==> src/rtl/ofmap_deaggregator.sv <==
// Drains ofmap accumulation-buffer entries and serializes each entry's lanes
// (lane 0 first) onto a one-word valid/ready stream.
module ofmap_deaggregator #(
    parameter int OFMAP_WIDTH           = 32,
    parameter int ARRAY_WIDTH           = 4,
    parameter int OFMAP_BANK_ADDR_WIDTH = 8
) (
    input  logic                                 clk,
    input  logic                                 rst_n,
    input  logic [OFMAP_BANK_ADDR_WIDTH-1:0]     ofmap_max_adr_c,
    input  logic                                 ofmap_db_empty_n,
    input  logic                                 ofmap_switch_banks,
    output logic                                 ofmap_wb_ren,
    output logic [OFMAP_BANK_ADDR_WIDTH-1:0]     ofmap_wb_adr,
    input  logic [ARRAY_WIDTH*OFMAP_WIDTH-1:0]   ofmap_wb_data,
    output logic [OFMAP_WIDTH-1:0]               ofmap_dout,
    output logic                                 ofmap_dout_vld,
    input  logic                                 ofmap_dout_rdy
);

    localparam int CW = $clog2(ARRAY_WIDTH);
    localparam int EW = ARRAY_WIDTH * OFMAP_WIDTH;

    logic [EW-1:0]          fifo_mem [2];
    logic                   wr_ptr;
    logic                   rd_ptr;
    logic [1:0]             occ;
    logic                   in_flight;
    logic [CW-1:0]          lane_cnt;

    logic                   issue;
    logic                   capture;
    logic                   fire;
    logic                   last_lane;
    logic                   pop;
    logic [1:0]             occ_keep;
    logic [1:0]             occ_nxt;
    logic                   rd_ptr_nxt;
    logic [CW-1:0]          lane_nxt;
    logic [EW-1:0]          head_entry;
    logic                   vld_nxt;
    logic [OFMAP_WIDTH-1:0] dout_nxt;

    // The ren=0 term enforces a one-cycle gap so the lagging empty_n cannot cause an over-read.
    always_comb begin
        issue = ofmap_db_empty_n && !ofmap_wb_ren && !ofmap_switch_banks &&
                (({1'b0, occ} + {2'b00, in_flight}) < 3'd2);
    end

    always_comb begin
        capture    = in_flight;
        fire       = ofmap_dout_vld && ofmap_dout_rdy;
        last_lane  = (lane_cnt == CW'(ARRAY_WIDTH - 1));
        pop        = fire && last_lane;
        occ_keep   = occ - {1'b0, pop};
        occ_nxt    = occ_keep + {1'b0, capture};
        rd_ptr_nxt = rd_ptr ^ pop;
        lane_nxt   = lane_cnt;
        if (fire) begin
            lane_nxt = last_lane ? '0 : lane_cnt + 1'b1;
        end
    end

    // A capture into an otherwise empty FIFO becomes the head immediately, so bypass the storage.
    always_comb begin
        head_entry = fifo_mem[rd_ptr_nxt];
        if (capture && (occ_keep == 2'd0)) begin
            head_entry = ofmap_wb_data;
        end
        vld_nxt  = (occ_nxt != 2'd0);
        dout_nxt = ofmap_dout;
        if (vld_nxt) begin
            dout_nxt = head_entry[int'(lane_nxt)*OFMAP_WIDTH +: OFMAP_WIDTH];
        end
    end

    always_ff @(posedge clk) begin
        if (!rst_n) begin
            ofmap_wb_ren <= 1'b0;
            ofmap_wb_adr <= '0;
            in_flight    <= 1'b0;
        end else begin
            ofmap_wb_ren <= issue;
            in_flight    <= ofmap_wb_ren;
            if (ofmap_switch_banks) begin
                ofmap_wb_adr <= '0;
            end else if (ofmap_wb_ren) begin
                ofmap_wb_adr <= (ofmap_wb_adr == ofmap_max_adr_c) ? '0 : ofmap_wb_adr + 1'b1;
            end
        end
    end

    always_ff @(posedge clk) begin
        if (capture) begin
            fifo_mem[wr_ptr] <= ofmap_wb_data;
        end
    end

    always_ff @(posedge clk) begin
        if (!rst_n) begin
            wr_ptr         <= 1'b0;
            rd_ptr         <= 1'b0;
            occ            <= 2'd0;
            lane_cnt       <= '0;
            ofmap_dout_vld <= 1'b0;
            ofmap_dout     <= '0;
        end else begin
            if (capture) begin
                wr_ptr <= ~wr_ptr;
            end
            rd_ptr         <= rd_ptr_nxt;
            occ            <= occ_nxt;
            lane_cnt       <= lane_nxt;
            ofmap_dout_vld <= vld_nxt;
            ofmap_dout     <= dout_nxt;
        end
    end

endmodule

==> config.mk <==
export PLATFORM = sky130hd
export DESIGN_NAME = ofmap_deaggregator
export DESIGN_NICKNAME = d
export VERILOG_FILES = /design/src/rtl/ofmap_deaggregator.sv
export SDC_FILE = /design/constraint.sdc
export NUM_CORES = 1
export LEC_CHECK = 0
export BUFFER_PORTS_ARGS = -buffer_cell sky130_fd_sc_hd__clkbuf_2
export CAP_MARGIN = 0
export CORE_MARGIN = 2
export CORE_UTILIZATION = 45
export CTS_BUF_LIST = sky130_fd_sc_hd__clkbuf_4
export DETAILED_ROUTE_END_ITERATION = 16
export GPL_TIMING_DRIVEN = 1
export PLACE_DENSITY = 0.71
export SETUP_SLACK_MARGIN = 0.02
export SYNTH_ARGS = -nofsm -noshare
export SYNTH_HDL_FRONTEND = slang
export SYNTH_SLANG_ARGS = --single-unit
==> constraint.sdc <==
create_clock -name clk -period 16.2 [get_ports clk]
set_clock_uncertainty 0.2 [all_clocks]
set_input_delay 3.24 -clock clk [delete_from_list [all_inputs] [get_ports clk]]
set_output_delay 3.24 -clock clk [all_outputs]
set_load 0.005 [all_outputs]
==> Word level (Yosys, flattened, before mapping) <==
Memories as Yosys holds them, arrays and structs flattened.
Index checks and enable logic that the tools add are counted.
{ "op_classes": {"add_sub_neg": 5, "order_cmp": 1, "n_eq_ne": 2, "n_shift": 1, "muxes": 6, "n_bitwise": 3, "n_reduce_logical": 11} }
{ "op_table": {"columns": ["op", "n"], "rows": [
  ["two-way mux 128 bit", 1],
  ["indexed part select 128 x 8 -> 32 bit", 1],
  ["adder 8 x 1 -> 8 bit (second input constant)", 1],
  ["equality test 8 bit", 1],
  ["two-way mux 8 bit", 1],
  ["logical AND 1 bit", 6],
  ["two-way mux 2 bit", 2],
  ["adder 2 x 1 -> 3 bit", 1],
  ["< comparator 3 x 2 -> 1 bit (second input constant)", 1],
  ["adder 2 x 1 -> 2 bit", 1],
  ["adder 2 x 1 -> 2 bit (second input constant)", 1],
  ["equality test 2 bit (second input constant)", 1],
  ["logical NOT 1 bit", 2],
  ["logical NOT 2 bit", 1],
  ["two-way mux 1 bit", 2],
  ["NOT 1 bit", 2],
  ["nonzero test 2 bit", 1],
  ["OR reduction 2 bit", 1],
  ["subtractor 2 x 1 -> 2 bit", 1],
  ["bitwise XOR 1 bit", 1]
]} }
{ "totals": {"register_bits": 49, "ramBits": 256, "inputBits": 141, "out_inout_bits": 42, "elab_cells": 39, "mem_count": 1} }
{ "memory_table": {"columns": ["memory", "words", "width", "read_ports", "rd_clocked_by_memory_dff", "write_ports", "line_no", "rtl"], "rows": [
  ["fifo_mem", 2, 128, 1, 0, 1, "24", "logic [EW-1:0] fifo_mem [2];"]
]} }

==> Logic depth before layout (Yosys ltp) <==
Gate-level depths: netlist (run 1).
{ "logic_depth": {"word_depth": 7, "ltp_mapped": 15, "ltp_nobuf": 12} }

==> Least setup slack after synthesis (run 1) <==
OpenSTA, ideal clock, no wires.
{ "synth_path": {"kind": "register to register", "from": "register in_flight, in the netlist capture", "to": "memory fifo_mem[0][0] (netlist bit) (enable)", "setup_time_ps": 632, "arrival_ps": 6050, "required_time_ps": 15368, "setup_slack_ps": 9318, "stages_incl_launch_ff": 2, "path_buffers": 0, "synth_period_minus_slack_ps": 6882, "cell_sequence": "dfxtp_1 nor2b_1"} }
{ "synth_via": {"elab_chain_len": 2} }
{ "synth_lines": {"columns": ["element", "line_no", "rtl"], "rows": [
  ["from (decl)", "28", "logic in_flight;"],
  ["from (signal assigned)", "84", "in_flight <= ofmap_wb_ren;"],
  ["two-way mux 1 bit", "94", "if (capture) begin"],
  ["two-way mux 1 bit (implied by the code)", "95", "fifo_mem[wr_ptr] <= ofmap_wb_data;"],
  ["to (decl)", "24", null]
]} }
Every way passes these cells.

==> Worst setup path in the final report (run 1) <==
{ "layout_path": {"from": "input ofmap_dout_rdy", "to": "register ofmap_dout[8]"} }
{ "layout_via": {"elab_chain_len": 7, "word_cells_on_any_way": 12, "classes_between": "add/sub (2); shift (1); mux (2); bitwise (1); reduce/logical (5); memory (1)"} }
{ "layout_lines": {"columns": ["element", "line_no", "rtl"], "rows": [
  ["from (decl)", "18", "input logic ofmap_dout_rdy"],
  ["logical AND 1 bit (*)", "52", "fire = ofmap_dout_vld && ofmap_dout_rdy;"],
  ["logical AND 1 bit", "54", "pop = fire && last_lane;"],
  ["subtractor 2 x 1 -> 2 bit", "55", "occ_keep = occ - {1'b0, pop};"],
  ["logical NOT 2 bit", "67", "if (capture && (occ_keep == 2'd0)) begin"],
  ["logical AND 1 bit", "67", null],
  ["two-way mux 128 bit", "67", null],
  ["indexed part select 128 x 8 -> 32 bit", "73", "dout_nxt = head_entry[int'(lane_nxt)*OFMAP_WIDTH +: OFMAP_WIDTH];"],
  ["to (signal assigned)", "115", "ofmap_dout <= dout_nxt;"],
  ["to (decl)", "16", "output logic [OFMAP_WIDTH-1:0] ofmap_dout,"]
]} }
Mark *: on every way between the ends. The rest lies on a longest branch, timed or not.
A chain may end at the register's enable or synchronous reset.

==> impl_metrics.json, run 1 <==
{
  "ys_warn_count": 0,
  "cts_tree": "yes",
  "p_per_area_mw_per_mm2": 102,
  "cts_setup_buffers": 0,
  "ys_seq_area_frac": 0.622,
  "yosys-top-cells-count": "edfxtp_1, nand2_1, a21oi_1",
  "synth_area_leaders": "edfxtp_1, dfxtp_1, mux4_2",
  "worstSetupStartpointType": "primary input",
  "io_pins": 183,
  "drtAntennaViolNets": 0,
  "hold_path.class": "register to register",
  "reg2reg_to": "ofmap_dout[8]",
  "worstSetupPathType": "primary input to register",
  "relSlewSlack": 0.157,
  "finalSetupViolCount": 0,
  "drive_gt1_frac": 0.271,
  "pwr-share-seq": 0.526,
  "stdcell_count": 1784,
  "synth_most_common_cell": "edfxtp_1",
  "nets": 1467,
  "core_area_mm2": 0.0305,
  "hold-path-cell-count": 1,
  "port_buffers": 182,
  "cts-root-buf": "clkbuf_4",
  "die_height_um": 180,
  "finalMaxSlewViolations": 0,
  "run_status": "finished, final reports clean",
  "row_count": 64,
  "hold_buffers": 0,
  "critPathRequiredTime_ns": 16.63,
  "hold_violations": 0,
  "drv_cap": 0,
  "place_area_mm2": 0.0151,
  "syn_area_per_cell_um2": 12.2,
  "reg2regPathDepth": 9,
  "intPower_mw": 1.27,
  "crit_fanout": 31,
  "fin_crit_ns": 6.68,
  "detail_route.wl_per_cell_um": 22.0,
  "rrSetupSlack_ns": 11.27,
  "place_hpwl_mm": 23.9,
  "gp_congestion": 0.867,
  "power.share.switching": 0.229,
  "setup_tns_ns": 0,
  "power_mw": 1.65,
  "critPathCapture": "ofmap_dout[8]",
  "yosysTopAreaCell": "edfxtp_1",
  "async_flop_share": 0,
  "clock_latency_ns": 0.72,
  "fin_util": 0.529,
  "avgViaCountPerCell": 6.16,
  "area_growth_pct": 15.8,
  "rsz0062_at_grt": "false",
  "power_frac_comb": 0.059,
  "clock.fmax_ghz": 0.150,
  "global_route.overflow_total": 0,
  "mappedNetlistNets": 1283,
  "cts_max_level": 3,
  "clk_path_buf_depth": 3,
  "die_area_mm2": 0.0324,
  "arrival_ns": 7.11,
  "grt_max_degree": 99,
  "startpoint": "ofmap_dout_rdy",
  "critPathCaptureType": "register",
  "ys.flop_type": "edfxtp_1",
  "post-route-period-util": 0.413,
  "clockPowerShare": 0.415,
  "start_util": 0.457,
  "synth_top_area_frac": 0.552,
  "path_clk_slew_ns": 0.07,
  "yosys.cell_types.count": 67,
  "antenna_found_initial": 4,
  "numCtsBuffers": 79,
  "place_inst": 1637,
  "ir_worst_vdd_v": 0.0000586,
  "cts-resized-gates": 0,
  "route.detailed.drc": 0,
  "synth.cell_area_mm2": 0.0139,
  "postLayoutCellArea_mm2": 0.0161,
  "switching_power_mw": 0.378,
  "drtPass1Iterations": 5,
  "drtIter0Drc": 1291,
  "r2r_start": "lane_cnt[0]",
  "vias": 10998,
  "synth_edf_count": 256,
  "wl_mm": 39.3,
  "grt_pass1_vias": 10989,
  "die_w_um": 180,
  "ys_seq_elements": 305,
  "synth_cells": 1138,
  "leakagePower_nw": 5.64,
  "tightest_slew_ns": 1.26,
  "track_usage": 0.239,
  "cts.sinks": 305,
  "grt_pass1_wl_mm": 60.8
}
-- sequential cells by signal (all words and copies together) (netlist names) --
register,count
ofmap_wb_adr,8
fifo_mem,256
ofmap_wb_ren,1
ofmap_dout_vld,1
capture,1
rd_ptr,1
occ,2
ofmap_dout,32
lane_cnt,2
wr_ptr,1
-- power by group through the flow --
stage	sequential [mW]	combinational (mW)	clock [mW]
2_1_floorplan	0.885	0.0494	0
3_3_place_gp	0.885	0.0937	0
3_5_place_dp	0.885	0.0962	0
4_1_cts	0.868	0.0967	0.700
5_1_grt	0.869	0.106	0.742
6_report	0.869	0.0971	0.686
-- per-layer routing --
layer	wire [µm]	up-vias	global-route usage
li1	-	4931	-
met1	15800	5384	0.315
met2	18800	587	0.382
met3	3480	96	0.0535
met4	1210	0	0.104
met5	0	-	0
-- cells in the final DEF, fill, tap and decap left out, types with 4 or more instances in the layout --
cell      count
a211o_1       5
o211ai_1      6
mux2_1        4
nor3_1        7
inv_1         6
or3_1        22
clkinv_1     15
mux4_2       23
o22ai_1      34
a31oi_1      44
mux2i_1      11
ha_1          4
clkbuf_2    182
a221o_1       7
nand2b_1      6
xnor2_1       8
o21ai_1       6
dfxtp_1      48
a211oi_1      8
nor2b_1       5
inv_2         4
a22oi_1      26
a21oi_1      84
a221oi_1     26
xor2_1       10
a32oi_1       6
o21ai_0      74
nand2_1     129
o221ai_1     33
nor2_1       15
edfxtp_1    256
nand4_1       5
buf_4        18
clkbuf_4    121
and2_1        9
nand3_1      67
diode_2       4
-- critical path, cell delays in order --
cell and delay, ns:
clkbuf_2 0.19, and2_4 0.28, nand2_2 0.08, inv_2 0.57
ha_1 0.25, nand2_1 0.07, nor2_1 0.91, o211a_1 1.13
a32oi_1 0.23, o211ai_1 0.14
-- cell families (layout without fill, tap and decap cells) --
kind of cell | count (synthesis) | after routing | share of synthesized area
AOI/OAI and AO/OA | 377 | 377 | 0.177
DFF | 305 | 305 | 0.622
and+or+nand+nor | 288 | 288 | 0.0985
buffers and inverters | 105 | 351 | 0.0348
muxes | 39 | 39 | 0.0491
xor gates and xnor gates | 20 | 20 | 0.0150
adders and majority gates | 4 | 4 | 0.00359
other | 0 | 4 | 0
-- per-stage QoR --
stage / setup WS, ns / hold WS [ns]
2_1_floorplan: 9.32 / 0.273
3_3_place_gp: 9.11 / 0.282
3_5_place_dp: 8.87 / 0.278
4_1_cts: 9.61 / 0.292
5_1_grt: 9.37 / 0.319
6_report: 9.52 / 0.295
-- worst min path at each step --
stage / startpoint / end
4_1_cts: ofmap_dout[15] / ofmap_dout[15]
3_3_place_gp: ofmap_dout[12] / ofmap_dout[12]
2_1_floorplan: ofmap_dout[14] / ofmap_dout[14]
5_1_grt: ofmap_dout[13] / ofmap_dout[13]
6_report: ofmap_dout[15] / ofmap_dout[15]
3_5_place_dp: ofmap_dout[15] / ofmap_dout[15]
-- cell type report --
cell class              count  area, µm²
repair buffers            200       1050
clock inverters            22        149
inverters                   8       30.0
fillers                  2636      14400
multi-input cells         728       4820
clock buffers             121        908
diodes                      4       10.0
flip-flops and latches    305       8670
well taps                 396        495
No activity file was read; power rests on OpenSTA's default activity.
==> run 2, diff against run 1 <==
PLACE_DENSITY = 0.73   (was 0.71)
clock period = 5.4 ns   (was 16.2 ns; I/O delays follow)
==> impl_metrics.json, run 2 (synthesized netlist as in run 1, its figures left out) <==
{
  "numCtsBuffers": 80,
  "worstSetupStartpointType": "register",
  "nets": 1467,
  "setup_tns_ns": 0,
  "fin_util": 0.528,
  "leakagePower_nw": 5.63,
  "final_common_cell": "edfxtp_1",
  "drv_cap": 0,
  "cts_setup_buffers": 0,
  "finalSetupViolCount": 0,
  "hold_buffers": 0,
  "arrival_ns": 4.79,
  "cts_max_level": 3,
  "post-route-period-util": 0.811,
  "drtIter0Drc": 951,
  "crit_fanout": 27,
  "clk_path_buf_depth": 3,
  "critPathRequiredTime_ns": 5.80,
  "grt_max_degree": 130,
  "reg_top3": "fifo_mem (256), ofmap_dout (32), ofmap_wb_adr (8)",
  "area_growth_pct": 15.5,
  "drtPass1Iterations": 7,
  "r2r_start": "lane_cnt[0]",
  "avgViaCountPerCell": 6.14,
  "clock.fmax_ghz": 0.228,
  "cts.sinks": 305,
  "stdcell_count": 1781,
  "antenna_found_initial": 7,
  "reg2reg_to": "ofmap_dout[8]",
  "grt_pass1_vias": 10792,
  "reg2regPathDepth": 13,
  "largest_reg_flops": 256,
  "pre_cts_ws_ns": 1.10,
  "ir_worst_vdd_v": 0.000138,
  "row_count": 64,
  "tightest_slew_ns": 1.22,
  "place_inst": 1636,
  "grt_pass1_wl_mm": 59.4,
  "port_buffers": 182,
  "whs_ns": 0.291,
  "p_per_area_mw_per_mm2": 302,
  "worst_slack_ns": 1.02,
  "critPathCapture": "ofmap_dout[8]",
  "finalMaxSlewViolations": 0,
  "mostFrequentLayoutCells": "edfxtp_1, clkbuf_2, nand2_1",
  "rrSetupSlack_ns": 1.02,
  "global_route.overflow_total": 0,
  "rsz0062_at_grt": "false",
  "gp_congestion": 0.844,
  "cts-resized-gates": 0,
  "regMostFlops": "fifo_mem",
  "startpoint": "lane_cnt[0]",
  "hold_path.class": "register to register",
  "fin_crit_ns": 4.38,
  "die_w_um": 180,
  "worstSetupPathType": "register to register",
  "critPathCaptureType": "register",
  "die_height_um": 180,
  "start_util": 0.457,
  "vias": 10933,
  "wl_mm": 38.5,
  "cts-root-buf": "clkbuf_4",
  "cts_tree": "yes",
  "route.detailed.drc": 0,
  "relSlewSlack": 0.183,
  "path_clk_slew_ns": 0.07,
  "hold_violations": 0,
  "detail_route.wl_per_cell_um": 21.6,
  "drtAntennaViolNets": 0,
  "run_status": "finished, final reports clean",
  "drive_gt1_frac": 0.268,
  "io_pins": 183,
  "core_area_mm2": 0.0305,
  "die_area_mm2": 0.0324,
  "clock_latency_ns": 0.70,
  "track_usage": 0.234,
  "place_hpwl_mm": 23.7
}
[run 2: cell count changes in the layout (fill, tap and decap cells not counted)]
cell        change
buf_4           -3
clkinv_2        +2
bufinv_16       -1
clkinvlp_4      -1
buf_12          +2
inv_6           -1
clkinv_4        -1
nand2_2         -1
diode_2         +1
inv_2           +1
clkbuf_4        -3
nand2_4         +1
clkinv_1        +1
[run 2: through the flow]
| stage | power [mW] | cell area (µm²) |
|---|---|---|
| after floorplan | 2.80 | 13900 |
| after global placement | 2.93 | 15100 |
| after detailed placement | 2.95 | 15100 |
| after CTS | 4.91 | 16100 |
| after global routing | 5.06 | 16100 |
| final | 4.86 | 16100 |
[run 2: routing by layer]
layer	share of wire	wire length, µm	track usage
met5	0.00068	26	0
met4	0.028	1080	0.104
met3	0.097	3750	0.0652
met2	0.48	18600	0.370
met1	0.39	15100	0.301
[run 2: area by class of cell]
cell class | count | area [µm²]
clock buffers | 118 | 886
clock inverters | 22 | 111
well taps | 396 | 495
diodes | 5 | 12.5
multi-input cells | 728 | 4830
repair buffers | 199 | 1060
inverters | 8 | 30.0
fillers | 2619 | 14400
flip-flops and latches | 305 | 8670
[run 2: power breakdown]
part	switching (mW)	internal, mW
Combinational	0.172	0.120
Clock	0.921	1.05
Sequential	0.0204	2.58
Total	1.11	3.75
[run 2: worst min-delay path by stage]
| stage | from | endpoint | slack (ns) | depth (start not counted) |
|---|---|---|---|---|
| global route | ofmap_dout[6] | ofmap_dout[6] | 0.31 | 2 |
| floorplan | ofmap_dout[14] | ofmap_dout[14] | 0.27 | 2 |
| global placement | ofmap_dout[17] | ofmap_dout[17] | 0.28 | 2 |
| CTS | ofmap_dout[6] | ofmap_dout[6] | 0.29 | 2 |
| detailed placement | ofmap_dout[6] | ofmap_dout[6] | 0.28 | 2 |
| finish | ofmap_dout[6] | ofmap_dout[6] | 0.29 | 2 |
[run 2: worst max-delay path, cell delays in order, from the launching register on]
cell and delay [ns]:
dfxtp_1 0.80, ha_1 0.87, nand2_4 0.08, inv_2 0.10
ha_1 0.23, inv_1 0.06, ha_1 0.18, xor3_1 0.25
o21a_2 0.23, nand2_2 0.40, nor2_2 0.19, buf_4 0.39
o211ai_1 0.17, o211ai_1 0.14
